$ cat src/rtl/crc_code_encoder_if.sv
// Handshake bundle between a data source, the CRC-4 encoder and its consumer.
// With CRC_ERR_INJECT_EN defined the bundle also carries err_mask, which
// flips codeword bits for decoder fault-injection tests.
interface crc_code_encoder_if;
    logic [7:0]  data_in;
    logic        data_valid_in;
    logic        data_ready_out;
    logic [11:0] encoded_data;
    logic        code_valid;
    logic        code_ready;
    logic        busy;
`ifdef CRC_ERR_INJECT_EN
    logic [11:0] err_mask;
`endif

    // Encoder side: consumes data words, produces codewords.
    modport slave (
        input  data_in,
        input  data_valid_in,
        output data_ready_out,
        output encoded_data,
        output code_valid,
        input  code_ready,
`ifdef CRC_ERR_INJECT_EN
        input  err_mask,
`endif
        output busy
    );

    // Environment side: supplies data words, accepts codewords.
    modport master (
        output data_in,
        output data_valid_in,
        input  data_ready_out,
        input  encoded_data,
        input  code_valid,
        output code_ready,
`ifdef CRC_ERR_INJECT_EN
        output err_mask,
`endif
        input  busy
    );
endinterface

$ cat src/rtl/crc_code_encoder.sv
// Serial CRC-4 encoder, polynomial x^4+x+1.
// Accepts an 8-bit word, shifts {data, 4'b0000} MSB-first through an LFSR one
// bit per cycle (12 cycles) and presents the codeword {data, crc} until the
// consumer takes it. The resulting codeword divides to a zero remainder.
// Optional feature: define CRC_ERR_INJECT_EN to XOR bus.err_mask into the
// codeword as it is loaded (sampled only on the SHIFT->DONE edge).
module crc_code_encoder #(
    parameter logic [3:0] POLY = 4'b0011
) (
    input  logic             clk,
    input  logic             rst,
    crc_code_encoder_if.slave bus
);

    typedef enum logic [1:0] {
        IDLE  = 2'd0,
        SHIFT = 2'd1,
        DONE  = 2'd2
    } state_e;

    localparam logic [3:0] LAST_BIT = 4'd11;

    state_e      state_q,   state_d;
    logic [3:0]  lfsr_q,    lfsr_d;
    logic [3:0]  cnt_q,     cnt_d;
    logic [11:0] shreg_q,   shreg_d;
    logic [7:0]  hold_q,    hold_d;
    logic [11:0] enc_q,     enc_d;
    logic        cvalid_q,  cvalid_d;

    logic [3:0]  lfsr_step;
    logic [11:0] codeword;

    // LFSR advance by one message bit: shift, fold r[3] back through the taps,
    // and inject the next message bit at the bottom.
    always_comb begin
        lfsr_step = {lfsr_q[2:0], 1'b0}
                  ^ (lfsr_q[3] ? POLY : 4'b0000)
                  ^ {3'b000, shreg_q[11]};
`ifdef CRC_ERR_INJECT_EN
        codeword  = {hold_q, lfsr_step} ^ bus.err_mask;
`else
        codeword  = {hold_q, lfsr_step};
`endif
    end

    // Next-state and datapath decisions for the IDLE/SHIFT/DONE sequence.
    always_comb begin
        // NOTE: every _d starts as its _q so no path through the case can
        // leave a variable unassigned and infer a latch.
        state_d  = state_q;
        lfsr_d   = lfsr_q;
        cnt_d    = cnt_q;
        shreg_d  = shreg_q;
        hold_d   = hold_q;
        enc_d    = enc_q;
        cvalid_d = cvalid_q;

        case (state_q)
            IDLE: begin
                if (bus.data_valid_in) begin
                    hold_d  = bus.data_in;
                    shreg_d = {bus.data_in, 4'b0000};
                    lfsr_d  = 4'b0000;
                    cnt_d   = 4'd0;
                    state_d = SHIFT;
                end
            end

            SHIFT: begin
                lfsr_d  = lfsr_step;
                shreg_d = {shreg_q[10:0], 1'b0};
                if (cnt_q == LAST_BIT) begin
                    // Twelfth bit: the final remainder is lfsr_step, so the
                    // codeword is loaded on this same edge.
                    cnt_d    = 4'd0;
                    enc_d    = codeword;
                    cvalid_d = 1'b1;
                    state_d  = DONE;
                end else begin
                    cnt_d = cnt_q + 4'd1;
                end
            end

            DONE: begin
                // Returning to IDLE only; a new word waits for the next edge.
                if (bus.code_ready) begin
                    cvalid_d = 1'b0;
                    state_d  = IDLE;
                end
            end

            default: begin
                cvalid_d = 1'b0;
                state_d  = IDLE;
            end
        endcase
    end

    // State register with synchronous reset; a reset mid-word discards it.
    always_ff @(posedge clk) begin
        if (rst) begin
            // NOTE: all registers here are a few bits wide, so every one is
            // reset; the observable encoded_data=0 after reset depends on it.
            state_q  <= IDLE;
            lfsr_q   <= 4'b0000;
            cnt_q    <= 4'd0;
            shreg_q  <= 12'h000;
            hold_q   <= 8'h00;
            enc_q    <= 12'h000;
            cvalid_q <= 1'b0;
        end else begin
            // NOTE: non-blocking assignments so all registers update together
            // from the values present before the edge.
            state_q  <= state_d;
            lfsr_q   <= lfsr_d;
            cnt_q    <= cnt_d;
            shreg_q  <= shreg_d;
            hold_q   <= hold_d;
            enc_q    <= enc_d;
            cvalid_q <= cvalid_d;
        end
    end

    // Ready and busy are decoded straight from the state register.
    assign bus.data_ready_out = (state_q == IDLE);
    assign bus.busy           = (state_q != IDLE);
    assign bus.encoded_data   = enc_q;
    assign bus.code_valid     = cvalid_q;

endmodule

$ cat src/flat_wrapper.sv
// flat-port wrapper written by rule: the top's interface ports become plain ports
module crc_code_encoder_flat 
#(
    parameter logic [3:0] POLY = 4'b0011
)
  (clk, rst, bus_data_in, bus_data_valid_in, bus_data_ready_out, bus_encoded_data, bus_code_valid, bus_code_ready, bus_busy);
  crc_code_encoder_if bus_i ();
  input  logic clk;
  input  logic rst;
  input wire logic [$bits(bus_i.data_in)-1:0] bus_data_in;
  input wire logic [$bits(bus_i.data_valid_in)-1:0] bus_data_valid_in;
  output wire logic [$bits(bus_i.data_ready_out)-1:0] bus_data_ready_out;
  output wire logic [$bits(bus_i.encoded_data)-1:0] bus_encoded_data;
  output wire logic [$bits(bus_i.code_valid)-1:0] bus_code_valid;
  input wire logic [$bits(bus_i.code_ready)-1:0] bus_code_ready;
  output wire logic [$bits(bus_i.busy)-1:0] bus_busy;
  assign bus_i.data_in = bus_data_in;
  assign bus_i.data_valid_in = bus_data_valid_in;
  assign bus_data_ready_out = bus_i.data_ready_out;
  assign bus_encoded_data = bus_i.encoded_data;
  assign bus_code_valid = bus_i.code_valid;
  assign bus_i.code_ready = bus_code_ready;
  assign bus_busy = bus_i.busy;
  crc_code_encoder #(.POLY(POLY)) u_core (.clk(clk), .rst(rst), .bus(bus_i));
endmodule
$ cat config.mk
export PLATFORM = sky130hd
export DESIGN_NAME = crc_code_encoder_flat
export DESIGN_NICKNAME = d
export VERILOG_FILES = /design/src/rtl/crc_code_encoder_if.sv /design/src/rtl/crc_code_encoder.sv /design/src/flat_wrapper.sv
export SDC_FILE = /design/constraint.sdc
export NUM_CORES = 1
export LEC_CHECK = 0
export CORE_ASPECT_RATIO = 1.25
export CORE_MARGIN = 8
export CORE_UTILIZATION = 56
export DETAILED_ROUTE_END_ITERATION = 7
export GPL_TIMING_DRIVEN = 0
export PLACE_DENSITY = 0.91
export SETUP_SLACK_MARGIN = 0.5
export SLEW_MARGIN = 30
export SYNTH_ARGS = -nofsm -noshare
export SYNTH_HDL_FRONTEND = slang
export SYNTH_SLANG_ARGS = --single-unit
$ cat constraint.sdc
create_clock -name clk -period 3.2 [get_ports clk]
set_input_delay 0.32 -clock clk [delete_from_list [all_inputs] [get_ports clk]]
set_output_delay 0.32 -clock clk [all_outputs]
set_load 0.02 [all_outputs]
; ---- Yosys cells after proc, flatten, opt, wreduce, memory -nomap -nowiden
; Index checks and enable logic that the tools add are counted.
[op_classes]
add_sub_neg = 1
multipliers = 0
n_div = 0
order_cmp = 0
eq_ne = 6
n_shift = 0
muxes = 14
bitwise = 3
reduce_logical = 8
[ops]
columns = operator, n
row1 = 12-bit case mux with 2 select lines, 1
row2 = 4-bit case mux with 2 select lines, 2
row3 = 12-bit 2-to-1 mux, 1
row4 = 2-bit 2-to-1 mux, 4
row5 = 4-bit 2-to-1 mux, 2
row6 = 2-bit case mux with 3 select lines, 1
row7 = 2-bit AND reduction, 3
row8 = 3-bit AND reduction, 2
row9 = 4-bit by 1-bit adder with 4-bit output (second input constant), 1
row10 = 4-bit == test (second input constant), 1
row11 = 2-bit inequality test (second input constant), 2
row12 = 2-bit nonzero test, 2
row13 = 4-bit by 1-bit XOR with 4-bit output, 1
row14 = 4-bit XOR, 1
row15 = 1-bit case mux with 3 select lines, 1
row16 = 2-bit by 1-bit == test with 1-bit output (second input constant), 1
row17 = 2-bit == test (second input constant), 1
row18 = 2-bit logical NOT, 1
row19 = 1-bit 2-to-1 mux, 2
row20 = 2-bit by 1-bit inequality test with 1-bit output (second input constant), 1
row21 = 1-bit NOT, 1
[word_totals]
register_bits = 43
latchBits = 0
mem_bits_rw = 0
mem_bits_ro = 0
inputBits = 12
out_inout_bits = 15
word_cells = 39
mem_count = 0

; ---- Depth between registers and ports, before layout
[logic_depth]
word_depth = 4
mapped_depth = 5

; ---- Least setup slack after synthesis
; OpenSTA, ideal clock, no wires.
[synth_path]
path_kind = reg-to-output
start = reg u_core.state_q[1]
end = out bus_data_ready_out
t_arrival_ns = 1.133
setup_slack_ns = 1.747
path_stages_with_launch = 5
path_buffers = 2
cell_sequence = dfxtp_1 -> buf_4 -> buf_2 -> or2_2 -> inv_1
[synth_between]
elab_chain_cells = 1
[synth_rtl]
columns = element, line
row1 = "start, declared", crc_code_encoder.sv:23  ; state_e state_q, state_d;
row2 = "start signal, assigned", crc_code_encoder.sv:115  ; state_q <= state_d;
row3 = 2-bit logical NOT, crc_code_encoder.sv:126  ; assign bus.data_ready_out = (state_q == IDLE);
row4 = "end, declared", flat_wrapper.sv:12  ; output wire logic [$bits(bus_i.data_ready_out)-1:0] bus_data_ready_out;
; Every way passes these cells.

; ---- Final worst setup path
; Ends and elaborated chain as after synthesis.

==> out/metrics.yaml <==
outcome:
  outcome: "finished, final reports clean"
setup_path:
  r2r_cells: 5
  arrival_ns: 2.04
  worstSetupEndpointType: "output pin"
  worstSetupPathType: "reg -> out"
  cp-start-kind: "register"
  worst_ep_required_time_ns: 2.88
  cp_max_fo: 10
floorplanning:
  dieWidth_um: 64.5
  core_um2: 2860
  io_pins: 27
  chipHeight_um: 76.7
  initial_core_util: 0.576
  rows: 22
  dieArea_um2: 4950
routing:
  antenna_left: 0
  drt-vias-per-instance: 5.59
  wirelength_mm: 3.98
  top_layer: "met4"
  firstDrtPassIters: 4
  drc: 0
  m1WireLength_mm: 1.67
  wl_met2_mm: 2.04
  dr_wl_met3_um: 188
  detail_route.wl_per_cell_um: 14.6
  detailroute.via_count: 1526
  drt-initial-drc-count: 62
logic_synthesis:
  synth_warnings: 0
  syn_nets: 218
  syn_inst: 205
  ys_ff_latch: 39
  yosysSeqAreaShare: 0.473
  yosysUniqueCellTypes: 29
  avgSynthCellArea_um2: 8.04
  synth.cell_area_um2: 1650
global_route:
  grt_pass1_wl_mm: 6.93
  grt-ovfl-total: 0
  grt_antenna_before_repair: 0
  grt_usage: 0.172
  grt_max_degree: 13
  grt_pass1_vias: 1609
layout:
  regArea_um2: 781
  drive_gt1_frac: 0.114
  layout_commonest_cell: "a21oi_1"
  multiInputGateArea_um2: 761
  post-route-util: 0.711
  nets: 249
  antennaDiodeCount: 0
  area_growth_pct: 23.4
  final_cell_mix: "a21oi_1 (42), dfxtp_1 (39), nand2_1 (25), clkdlybuf4s50_1 (24), nor2_1 (18)"
  fill_cells: 243
  instances_no_fill: 273
  stdcell_area_um2: 2040
clock_tree:
  clk_latency_ns: 0.35
  hold_buffers: 0
  htreeDepth: 2
  clkTransAtPathRegs_ns: 0.12
  cts_setup_buffers: 0
  cts.repair.resized: 0
  cts-root-buf: "clkbuf_4"
  clock-sinks: 39
  cts_buffers: 5
  cts_tree: "built"
  clockBufferDepth: 2
place:
  post-place-ws_ns: 1.24
  dpl.hpwl_mm: 2.94
  dp.cells: 265
  placement.cell_area_um2: 1930
  gp_congestion: 0.853
  port_buffers: 24
timing:
  tns_ns: 0
  fin_crit_sh: 0.739
  slew_headroom: 0.591
  fmax_mhz: 423
  setup_ws_ns: 0.835
  drv_slew: 0
  min_period_ns: 2.36
  setup_viol: 0
  rsz0062_at_grt: "false"
  tightest_slew_ns: 0.613
  whs_ns: 0.279
  finalHoldViolations: 0
  skew_ns: 0.00903
run:
  drv_cap: 0
min_path:
  hp-class: "in -> reg"
  min_path_cells: 2
power_and_ir_drop:
  p_leak_nw: 0.760
  power.density_nw_per_um2: 508
  max-vdd-ir-drop_mv: 0.489
  power_mw: 1.03
area by class of cell:
class                   instances  area share
clock buffers                   6      0.0203
multi-input cells             142       0.374
repair buffers                 24       0.118
well taps                      36      0.0221
plain buffers                  16      0.0381
clock inverters                 2      0.0295
flip-flops and latches         39       0.384
inverters                       8      0.0148
cell families (layout without fill, tap and decap cells):
| family | after synthesis | count (layout) | synth area share |
|---|---|---|---|
| AO/OA/AOI/OAI | 66 | 66 | 0.234 |
| buffers and inverters | 24 | 56 | 0.0652 |
| flip-flops | 39 | 39 | 0.473 |
| AND/OR/NAND/NOR | 73 | 73 | 0.209 |
| XOR/XNOR | 2 | 2 | 0.0106 |
| adder cells (fa/ha/maj) | 1 | 1 | 0.00759 |
path summary, 6_finish.rpt:
check / startpoint / endpoint / slack [ns]
max: u_core.state_q[1] / bus_data_ready_out / 0.84
min: rst / u_core.bus.encoded_data[0] / 0.28
max reg2reg: u_core.cnt_q[0] / u_core.bus.encoded_data[3] / 1.69
min reg2reg: u_core.bus.code_valid / u_core.bus.code_valid / 0.47
metal layers:
layer / vias up / global-route usage
met1: 713 / 0.182
met4: 0 / 0.0875
met2: 35 / 0.298
met3: 8 / 0.0494
li1: 770 / -
met5: - / 0
synthesized netlist by cell type (all sizes together):
cell / n / share of area
and2b: 1 / 0.0046
xor2: 2 / 0.011
and3b: 1 / 0.0053
ha: 1 / 0.0076
o21bai: 1 / 0.0046
clkbuf: 5 / 0.011
nand2: 25 / 0.057
or3b: 1 / 0.0053
nand2b: 2 / 0.0091
a31oi: 1 / 0.0038
nor3b: 2 / 0.012
inv: 8 / 0.018
or3: 3 / 0.011
nand4: 1 / 0.0038
o21ai: 12 / 0.036
a21oi: 42 / 0.13
or2: 1 / 0.0038
nor2: 18 / 0.041
dfxtp: 39 / 0.47
nor3: 4 / 0.012
a22oi: 3 / 0.014
nand3b: 1 / 0.0046
buf: 11 / 0.036
o221a: 7 / 0.048
nand3: 13 / 0.039
state kept, by name, summed over array words and instances (netlist names):
| name | cells |
|---|---|
| u_core.state_q | 2 |
| u_core.hold_q | 8 |
| u_core.bus.code_valid | 1 |
| u_core.bus.encoded_data | 12 |
| u_core.lfsr_q | 4 |
| u_core.cnt_q | 4 |
| u_core.shreg_q | 8 |
critical path, stage by stage, from the launching register on:
cell and delay, ns:
dfxtp_1 0.37, buf_4 0.19, buf_2 0.19, or2_2 0.30, inv_1 0.06, clkdlybuf4s50_1 0.60
where the power goes:
| group | total [mW] | internal (mW) | switching [mW] |
|---|---|---|---|
| Sequential | 0.519 | 0.504 | 0.0148 |
| Clock | 0.407 | 0.244 | 0.163 |
| Combinational | 0.109 | 0.0465 | 0.0623 |
Power figures use the tool's default switching activity.
